[src/rtl/gec_pkg.sv]
// Shared widths, queue entry type and grant encoder for grant_event_collector.
// The entry carries a timestamp field only when GEC_TIMESTAMP_EN is defined.
package gec_pkg;

    localparam int GEC_NSRC = 16;
    localparam int GEC_SRCW = 4;
    localparam int GEC_DW   = 14;
    localparam int GEC_TSW  = 16;

    typedef struct packed {
        logic [GEC_SRCW-1:0] src;
        logic [GEC_DW-1:0]   data;
`ifdef GEC_TIMESTAMP_EN
        logic [GEC_TSW-1:0]  ts;
`endif
    } gec_entry_t;

    // If several bits are set, the lowest index wins.
    function automatic logic [GEC_SRCW-1:0] onehot_lowest_idx(input logic [GEC_NSRC-1:0] vec);
        logic [GEC_SRCW-1:0] idx;
        idx = '0;
        for (int i = GEC_NSRC - 1; i >= 0; i--) begin
            if (vec[i]) idx = GEC_SRCW'(i);
        end
        return idx;
    endfunction

endpackage

[src/rtl/gec_event_queue.sv]
// Synchronous circular FIFO with occupancy count, full and empty flags.
// A push while full is accepted only when a pop in the same cycle frees the head slot.
module gec_event_queue #(
    parameter  int W     = 8,
    parameter  int DEPTH = 4,
    localparam int AW    = $clog2(DEPTH),
    localparam int CW    = AW + 1
) (
    input  logic          clk,
    input  logic          rst_n,
    input  logic          i_push,
    input  logic [W-1:0]  i_data,
    input  logic          i_pop,
    output logic [W-1:0]  o_data,
    output logic [CW-1:0] o_count,
    output logic          o_full,
    output logic          o_empty
);

    logic [W-1:0]  r_mem [DEPTH];
    logic [AW-1:0] r_wr_ptr;
    logic [AW-1:0] r_rd_ptr;
    logic [CW-1:0] r_count;
    logic          w_wr_en;
    logic          w_rd_en;

    assign o_full  = (r_count == CW'(DEPTH));
    assign o_empty = (r_count == '0);
    assign w_rd_en = i_pop & ~o_empty;
    assign w_wr_en = i_push & (~o_full | w_rd_en);

    // Pointers wrap naturally because DEPTH is a power of two.
    always_ff @(posedge clk or negedge rst_n) begin
        if (!rst_n) begin
            r_wr_ptr <= '0;
            r_rd_ptr <= '0;
            r_count  <= '0;
        end else begin
            if (w_wr_en) r_wr_ptr <= r_wr_ptr + AW'(1);
            if (w_rd_en) r_rd_ptr <= r_rd_ptr + AW'(1);
            case ({w_wr_en, w_rd_en})
                2'b10:   r_count <= r_count + CW'(1);
                2'b01:   r_count <= r_count - CW'(1);
                default: r_count <= r_count;
            endcase
        end
    end

    // NOTE: storage has no reset; the pointers and count alone decide what is valid.
    always_ff @(posedge clk) begin
        if (w_wr_en) r_mem[r_wr_ptr] <= i_data;
    end

    assign o_data  = r_mem[r_rd_ptr];
    assign o_count = r_count;

endmodule

[src/rtl/grant_event_collector.sv]
// Captures the word returned by the granted spike FIFO, tags it with its source and queues it.
// Define GEC_TIMESTAMP_EN to add a free-running cycle counter stored with every event.
module grant_event_collector
    import gec_pkg::*;
#(
    parameter int DEPTH = 4
) (
    input  logic                       clk,
    input  logic                       rst_n,
    input  logic [GEC_NSRC-1:0]        i_grant,
    input  logic [GEC_NSRC*GEC_DW-1:0] i_fifo_dout,
    output logic                       o_evt_valid,
    input  logic                       i_evt_ready,
    output logic [GEC_DW-1:0]          o_evt_data,
    output logic [GEC_SRCW-1:0]        o_evt_src,
    output logic [GEC_TSW-1:0]         o_evt_ts,
    output logic                       o_busy,
    output logic                       o_grant_err,
    output logic                       o_ovf_err
);

    localparam int CW = $clog2(DEPTH) + 1;

    logic                r_rd_pend;
    logic [GEC_SRCW-1:0] r_src_idx;
    logic                r_grant_err;
    logic                r_ovf_err;

    logic                w_any_grant;
    logic                w_multi_hot;
    logic [GEC_DW-1:0]   w_sel_data;
    gec_entry_t          w_push_entry;
    gec_entry_t          w_head;
    logic [CW-1:0]       w_count;
    logic                w_full;
    logic                w_empty;
    logic                w_pop;
    logic                w_drop;
    logic [CW:0]         w_occupancy;

    assign w_any_grant = |i_grant;
    assign w_multi_hot = |(i_grant & (i_grant - GEC_NSRC'(1)));

`ifdef GEC_TIMESTAMP_EN
    logic [GEC_TSW-1:0] r_ts;

    always_ff @(posedge clk or negedge rst_n) begin
        if (!rst_n) r_ts <= '0;
        else        r_ts <= r_ts + GEC_TSW'(1);
    end
`endif

    // Stage 1: the grant cycle is also the FIFO read strobe; remember which source was read.
    always_ff @(posedge clk or negedge rst_n) begin
        if (!rst_n) begin
            r_rd_pend   <= 1'b0;
            r_src_idx   <= '0;
            r_grant_err <= 1'b0;
            r_ovf_err   <= 1'b0;
        end else begin
            r_rd_pend <= w_any_grant;
            if (w_any_grant) r_src_idx <= onehot_lowest_idx(i_grant);
            if (w_multi_hot) r_grant_err <= 1'b1;
            if (w_drop)      r_ovf_err   <= 1'b1;
        end
    end

    // Stage 2: FIFO read data is valid the cycle after the grant.
    always_comb begin
        w_sel_data        = i_fifo_dout[int'(r_src_idx)*GEC_DW +: GEC_DW];
        w_push_entry      = '0;
        w_push_entry.src  = r_src_idx;
        w_push_entry.data = w_sel_data;
`ifdef GEC_TIMESTAMP_EN
        w_push_entry.ts   = r_ts;
`endif
    end

    assign w_pop  = ~w_empty & i_evt_ready;
    assign w_drop = r_rd_pend & w_full & ~w_pop;

    gec_event_queue #(
        .W     ($bits(gec_entry_t)),
        .DEPTH (DEPTH)
    ) u_queue (
        .clk     (clk),
        .rst_n   (rst_n),
        .i_push  (r_rd_pend),
        .i_data  (w_push_entry),
        .i_pop   (w_pop),
        .o_data  (w_head),
        .o_count (w_count),
        .o_full  (w_full),
        .o_empty (w_empty)
    );

    // Leave room for the capture that may already be in flight.
    assign w_occupancy = {1'b0, w_count} + {{CW{1'b0}}, r_rd_pend};
    assign o_busy      = r_rd_pend | (w_occupancy >= (CW+1)'(DEPTH - 1));

    assign o_evt_valid = ~w_empty;
    assign o_evt_data  = w_empty ? '0 : w_head.data;
    assign o_evt_src   = w_empty ? '0 : w_head.src;
`ifdef GEC_TIMESTAMP_EN
    assign o_evt_ts    = w_empty ? '0 : w_head.ts;
`else
    assign o_evt_ts    = '0;
`endif
    assign o_grant_err = r_grant_err;
    assign o_ovf_err   = r_ovf_err;

endmodule

[config.mk]
export PLATFORM = sky130hd
export DESIGN_NAME = grant_event_collector
export DESIGN_NICKNAME = d
export VERILOG_FILES = /design/src/rtl/gec_pkg.sv /design/src/rtl/gec_event_queue.sv /design/src/rtl/grant_event_collector.sv
export SDC_FILE = /design/constraint.sdc
export NUM_CORES = 1
export LEC_CHECK = 0
export CORE_UTILIZATION = 37
export DETAILED_ROUTE_END_ITERATION = 8
export GPL_ROUTABILITY_DRIVEN = 0
export GPL_TIMING_DRIVEN = 0
export HOLD_SLACK_MARGIN = 0.06
export PLACE_DENSITY_LB_ADDON = 0.3
export SYNTH_ARGS = -nofsm -noshare
export SYNTH_HDL_FRONTEND = slang
export SYNTH_SLANG_ARGS = --single-unit
export TNS_END_PERCENT = 50
[constraint.sdc]
create_clock -name clk -period 2.03 [get_ports clk]
set_input_delay 0.3045 -clock clk [delete_from_list [all_inputs] [get_ports clk]]
set_output_delay 0.3045 -clock clk [all_outputs]
set_load 0.02 [all_outputs]
=== Word-level counts from Yosys, hierarchy flattened ===
Memory sizes are Yosys's and may differ from the RTL's.
Index checks and enable logic that the tools add are counted.

* $add $sub $neg: 6
* Multipliers: 1
* Divide/modulo/power cells: 0
* Order comparisons: 1
* Equal/unequal tests: 3
* Shift-type cells: 1
* Multiplexer cells: 21
* Bitwise operators: 11
* Reduce and logical (&&, ||, !) cells: 4

{| class="wikitable"
|+ Operators with widths
! operator !! count
|-
| 224-bit by 9-bit indexed part select with 14-bit output || 1
|-
| 4-bit 2-to-1 mux || 17
|-
| 16-bit OR reduction || 2
|-
| 16-bit bitwise AND || 1
|-
| 16-bit by 1-bit subtractor with 16-bit output (second input constant) || 1
|-
| 14-bit 2-to-1 mux || 1
|-
| 4-bit by 3-bit multiplier with 7-bit output (second input constant) || 1
|-
| 3-bit case mux with 2 select lines || 1
|-
| 1-bit bitwise AND || 5
|-
| 2-bit by 1-bit adder with 2-bit output (second input constant) || 2
|-
| 3-bit by 1-bit adder with 4-bit output || 1
|-
| 4-bit by 2-bit >= comparator with 1-bit output (second input constant) || 1
|-
| 3-bit by 1-bit adder with 3-bit output (second input constant) || 1
|-
| 3-bit == test (second input constant) || 1
|-
| 3-bit zero test || 1
|-
| 1-bit NOT || 3
|-
| 3-bit by 1-bit subtractor with 3-bit output (second input constant) || 1
|-
| 2-bit by 1-bit == test with 1-bit output (second input constant) || 1
|-
| 2-bit == test (second input constant) || 1
|-
| 1-bit 2-to-1 mux || 2
|-
| 1-bit OR || 2
|-
| 2-bit nonzero test || 1
|}

* Flip-flop bits (word level): 14
* Bits in latches: 0
* RAM bits: 72
* Memory bits (read-only): 0
* Input bits: 243
* Output and inout bits: 38
* Word-level logic and storage cells: 56
* Memories kept: 1

{| class="wikitable"
|+ Memories
! name !! words !! width !! rd ports !! clocked after Yosys merged registers in !! wr ports !! line !! text
|-
| u_queue.r_mem || 4 || 18 || 1 || 0 || 1 || gec_event_queue.sv:20 || <nowiki>logic [W-1:0] r_mem [DEPTH];</nowiki>
|}

=== Longest topological paths before layout ===
Gate-level depths: netlist (run 1).

* Depth after elaboration: 16
* Gate-level depth with buffers: 10

=== Cells and area by module ===
Synthesis (run 1) repeated with hierarchy kept, for this count alone.

* Cells, all modules: 326
* Area total of the unflattened synthesis: 5494.0 µm²

{| class="wikitable"
|+ By module, submodules not included
! module !! instances !! cells each !! area an instance (µm²)
|-
| gec_event_queue || 1 || 132 || 3025.4
|-
| grant_event_collector || 1 || 194 || 2468.6
|}

=== Worst setup path after synthesis (run 1) ===
No wires, ideal clock.

* Path type: reg-to-reg
* From: reg r_src_idx[0]
* To: mem u_queue.r_mem[0][0] (netlist bit), data pin
* Setup time: 0.280 ns
* Arrival: 1.966 ns
* Path slack: -0.216 ns
* Cell stages (with the launch flop): 4
* Path buffers: 1
* Period minus slack after synthesis: 2.246 ns
* Path through: dfrtp_1 -> buf_1 -> mux4_2 -> mux4_2

* Cells in the longest elaborated chain, start to end: 2

{| class="wikitable"
|+ Ends and longest elaborated chain
! element !! line !! text
|-
| start: declaration || grant_event_collector.sv:25 || <nowiki>logic [GEC_SRCW-1:0] r_src_idx;</nowiki>
|-
| start signal: assignment || grant_event_collector.sv:62 || <nowiki>if (w_any_grant) r_src_idx <= onehot_lowest_idx(i_grant);</nowiki>
|-
| 4-bit by 3-bit multiplier with 7-bit output || grant_event_collector.sv:70 || <nowiki>w_sel_data = i_fifo_dout[int'(r_src_idx)*GEC_DW +: GEC_DW];</nowiki>
|-
| 224-bit by 9-bit indexed part select with 14-bit output || grant_event_collector.sv:70 ||
|-
| net u_queue.i_data[0] || gec_event_queue.sv:12 || <nowiki>input logic [W-1:0] i_data,</nowiki>
|-
| end: declaration || gec_event_queue.sv:20 ||
|}

The timed path passes the listed nets, and every way through them passes these cells.

=== Worst setup path in the final report (run 1) ===
* From: reg u_queue.r_rd_ptr[0]
* To: out o_evt_data[7]

* Cells in the longest elaborated chain, start to end: 2

{| class="wikitable"
|+ Ends and longest elaborated chain
! element !! line !! text
|-
| start: declaration || gec_event_queue.sv:22 || <nowiki>logic [AW-1:0] r_rd_ptr;</nowiki>
|-
| start signal: assignment || gec_event_queue.sv:40 || <nowiki>if (w_rd_en) r_rd_ptr <= r_rd_ptr + AW'(1);</nowiki>
|-
| memory read 4 x 18 bit || n/a ||
|-
| 14-bit 2-to-1 mux || grant_event_collector.sv:102 || <nowiki>assign o_evt_data = w_empty ? '0 : w_head.data;</nowiki>
|-
| end: declaration || grant_event_collector.sv:14 || <nowiki>output logic [GEC_DW-1:0] o_evt_data,</nowiki>
|}

Every way passes these cells.

==> impl_metrics.env, run 1 <==
export IMPL_wl_per_cell_um=23.7
export IMPL_period_needed_ns=2.13
export IMPL_failed_checks="setup timing"
export IMPL_synth_ff_type="edfxtp_1"
export IMPL_maxCapViolCount=0
export IMPL_placedCellCount=797
export IMPL_required_ns=1.73
export IMPL_async_flop_share_pct=16.3
export IMPL_cp_cell_sequence="buf_12, buf_6, mux4_2, and2_4, buf_6"
export IMPL_port_buffers=262
export IMPL_period_share_pct=105
export IMPL_drv_slew=0
export IMPL_path_clk_slew_ns=0.06
export IMPL_fin_skew_ns=0.00613
export IMPL_ys_seq_elements=86
export IMPL_cts_tree="done"
export IMPL_grt_max_degree=19
export IMPL_setup_viol=70
export IMPL_antenna_found_initial=0
export IMPL_gr_usage_all_layers_pct=26.7
export IMPL_yosys_area_share_adder_pct=2.14
export IMPL_relSlewSlack_pct=55.3
export IMPL_drcViolationCount=0
export IMPL_core_area_um2=14500
export IMPL_gr_total_overflow=0
export IMPL_synth_compound_area_share_pct=3.29
export IMPL_die_h_um=124
export IMPL_worst_slack_ns=-0.101
export IMPL_routedLengthMet1_um=7200
export IMPL_insertion_delay_ns=0.33
export IMPL_hold_path_class="input port to register"
export IMPL_synth_mux_area_share_pct=36.2
export IMPL_finalHoldViolCount=0
export IMPL_ctsHoldBuffers=0
export IMPL_cpMostUsedCell="buf_6"
export IMPL_diodes=0
export IMPL_cts_max_level=3
export IMPL_yosysWarnings=0
export IMPL_synth_top_family_by_area="multiplexers"
export IMPL_synth_edff_count=72
export IMPL_die_area_um2=15400
export IMPL_drt_wl_total_um=20000
export IMPL_rsz0062_at_grt="true"
export IMPL_setup_tns_final_ns=-4.23
export IMPL_cp_max_fo=5
export IMPL_rows=44
export IMPL_drtIter0Drc=380
export IMPL_wl_met3_um=1900
export IMPL_io_pins=281
export IMPL_highest_layer="met4"
export IMPL_clk_path_buf_depth=2
export IMPL_stdcell_count=841
export IMPL_ant_nets=0
export IMPL_p_leak_nw=3.46
export IMPL_startpoint_type="register"
export IMPL_initial_core_util_pct=37.9
export IMPL_tightestPinTransition_ns=0.669
export IMPL_synthCells=336
export IMPL_slowest_delay_ns=0.50
export IMPL_vias=4618
export IMPL_drive_above_1_share_pct=35.2
export IMPL_seq_area_frac_synth_pct=45.6
export IMPL_final_nets=904
export IMPL_status="complete, but fails checks"
export IMPL_slowest_stage="mux4_2"
export IMPL_max_freq_mhz=469
export IMPL_synthesis_area_um2=5510
export IMPL_synthSimpleGateAreaFrac_pct=6.97
export IMPL_p_per_area_nw_per_um2=1020
export IMPL_irDropWorstVdd_mv=0.564
export IMPL_grt_pass1_wl_um=28500
export IMPL_syn_area_per_cell_um2=16.4
export IMPL_chipWidth_um=124
export IMPL_fin_hold_ws_ns=0.352
export IMPL_dpl_hpwl_um=15400
export IMPL_placed_cell_area_um2=8450
export IMPL_synth_cell_types=45
export IMPL_wl_met2_um=10500
export IMPL_endpoint_kind="output pin"
export IMPL_path_class="register to output pin"
export IMPL_synth_xor_xnor_area_share_pct=0.954
export IMPL_area_delta_synth_final_pct=70.5
export IMPL_crit_arrival_ns=1.83
export IMPL_viasPerCell=5.49
export IMPL_cts_root_buf="clkbuf_16"
export IMPL_dr_pass1_iters=5
export IMPL_clock_sinks=86
export IMPL_stdcell_area_um2=9390
export IMPL_grt_pass1_vias=4945
export IMPL_cts_buffers=9
[per-stage QoR]
| step | total power [mW] | util [%] | setup WS [ns] |
|---|---|---|---|
| global route | 10.1 | 64.6 | -0.152 |
| CTS | 9.38 | 63.4 | -0.127 |
| detailed placement | 6.93 | 58.2 | -0.784 |
| floorplan | 5.14 | - | -0.0209 |
| finish | 9.61 | 64.6 | -0.101 |
| global placement | 6.78 | 58.2 | -0.790 |
[worst max-delay path: cells and delay by family (launching register included)]
family,cells,cell delay [ns]
and+or+nand+nor,1,0.18
buffers and inverters,3,0.35
muxes,1,0.50
DFF,1,0.46
[where the power goes]
part | internal (mW) | switching [mW]
clock network | 1.06 | 0.607
logic | 2.90 | 2.12
registers | 2.69 | 0.232
total | 6.65 | 2.95
[cell usage after synthesis, types with 11 or more instances]
master | n | area (um2)
and2_1 | 23 | 144
buf_4 | 17 | 128
clkbuf_1 | 14 | 52.6
dfrtp_1 | 14 | 350
edfxtp_1 | 72 | 2160
inv_1 | 11 | 41.3
mux4_2 | 88 | 1980
nor2_1 | 11 | 41.3
[path summary, 6_finish.rpt]
path	to	slack (ns)	cells past startpoint	startpoint
setup / recovery	o_evt_data[7]	-0.10	5	u_queue.r_rd_ptr[0]
hold / removal	r_src_idx[1]	0.35	2	i_grant[1]
setup reg to reg	u_queue.r_mem[2][0]	-0.09	4	r_src_idx[0]
hold reg to reg	o_ovf_err	0.48	1	o_ovf_err
max in group asynchronous	r_src_idx[0]	1.17	1	rst_n
min in group asynchronous	u_queue.o_count[1]	0.38	1	rst_n
[logic make-up (layout without fill, tap and decap cells)]
group | count (synthesis) | in the layout
mux | 89 | 89
flops | 86 | 86
simple gates | 67 | 67
buf+inv | 51 | 357
compound gates | 27 | 27
fa+ha+maj | 9 | 9
xor+xnor | 6 | 6
other cells | 1 | 16
[timing repair]
| action | 4_1_cts | 5_1_grt |
|---|---|---|
| setup endpoints to repair | 152 | 133 |
| pin swaps | 10 | 11 |
| buffers inserted | 24 | 3 |
| gates cloned | 2 | 3 |
| resized for setup | 177 | 38 |
[sequential cells by signal (all words and copies together), names as in the netlist]
name / count
u_queue.r_wr_ptr: 2
o_ovf_err: 1
r_src_idx: 4
o_grant_err: 1
r_rd_pend: 1
u_queue.r_mem: 72
u_queue.r_rd_ptr: 2
u_queue.o_count: 3
[area by class of cell]
type,instances,area [um2]
inverter,11,41.3
timing repair buffer,293,2990
sequential,86,2520
buffer,38,394
tap,184,230
multi-input combinational,214,2910
clock inverter,5,75.1
clock buffer,10,229
fill,1072,5140
[layout by cell type, fill, tap and decap left out, types with 5 or more instances in the layout]
cell type,synthesis,final
a21oi_1,7,7
and2_4,0,19
buf_12,0,7
buf_4,17,35
buf_6,0,27
clkbuf_16,0,14
clkdlybuf4s50_1,0,238
conb_1,1,16
dfrtp_1,14,9
dfrtp_2,0,5
edfxtp_1,72,72
ha_1,7,6
inv_1,11,9
mux4_2,88,88
nand2_1,7,7
nor2_1,11,11
o21ai_0,7,6
[layer usage]
metal  vias up  track usage, %
met3        25            6.68
met1      2322            32.4
met5         -               0
met2       270            46.8
met4         0            7.81
li1       2001               -
Note: power is estimated with default switching activity, not from simulation.
==> inputs of run 2 (changes only) <==
--- a/config.mk
+++ b/config.mk
@@ -5,6 +5,7 @@
 export SDC_FILE = /design/constraint.sdc
 export NUM_CORES = 1
 export LEC_CHECK = 0
+export ABC_CLOCK_PERIOD_IN_PS = 2029
 export CORE_UTILIZATION = 37
 export DETAILED_ROUTE_END_ITERATION = 8
 export GPL_ROUTABILITY_DRIVEN = 0
==> results of run 2 <==
Final layout, timing and power as in run 1 (identical DEF).
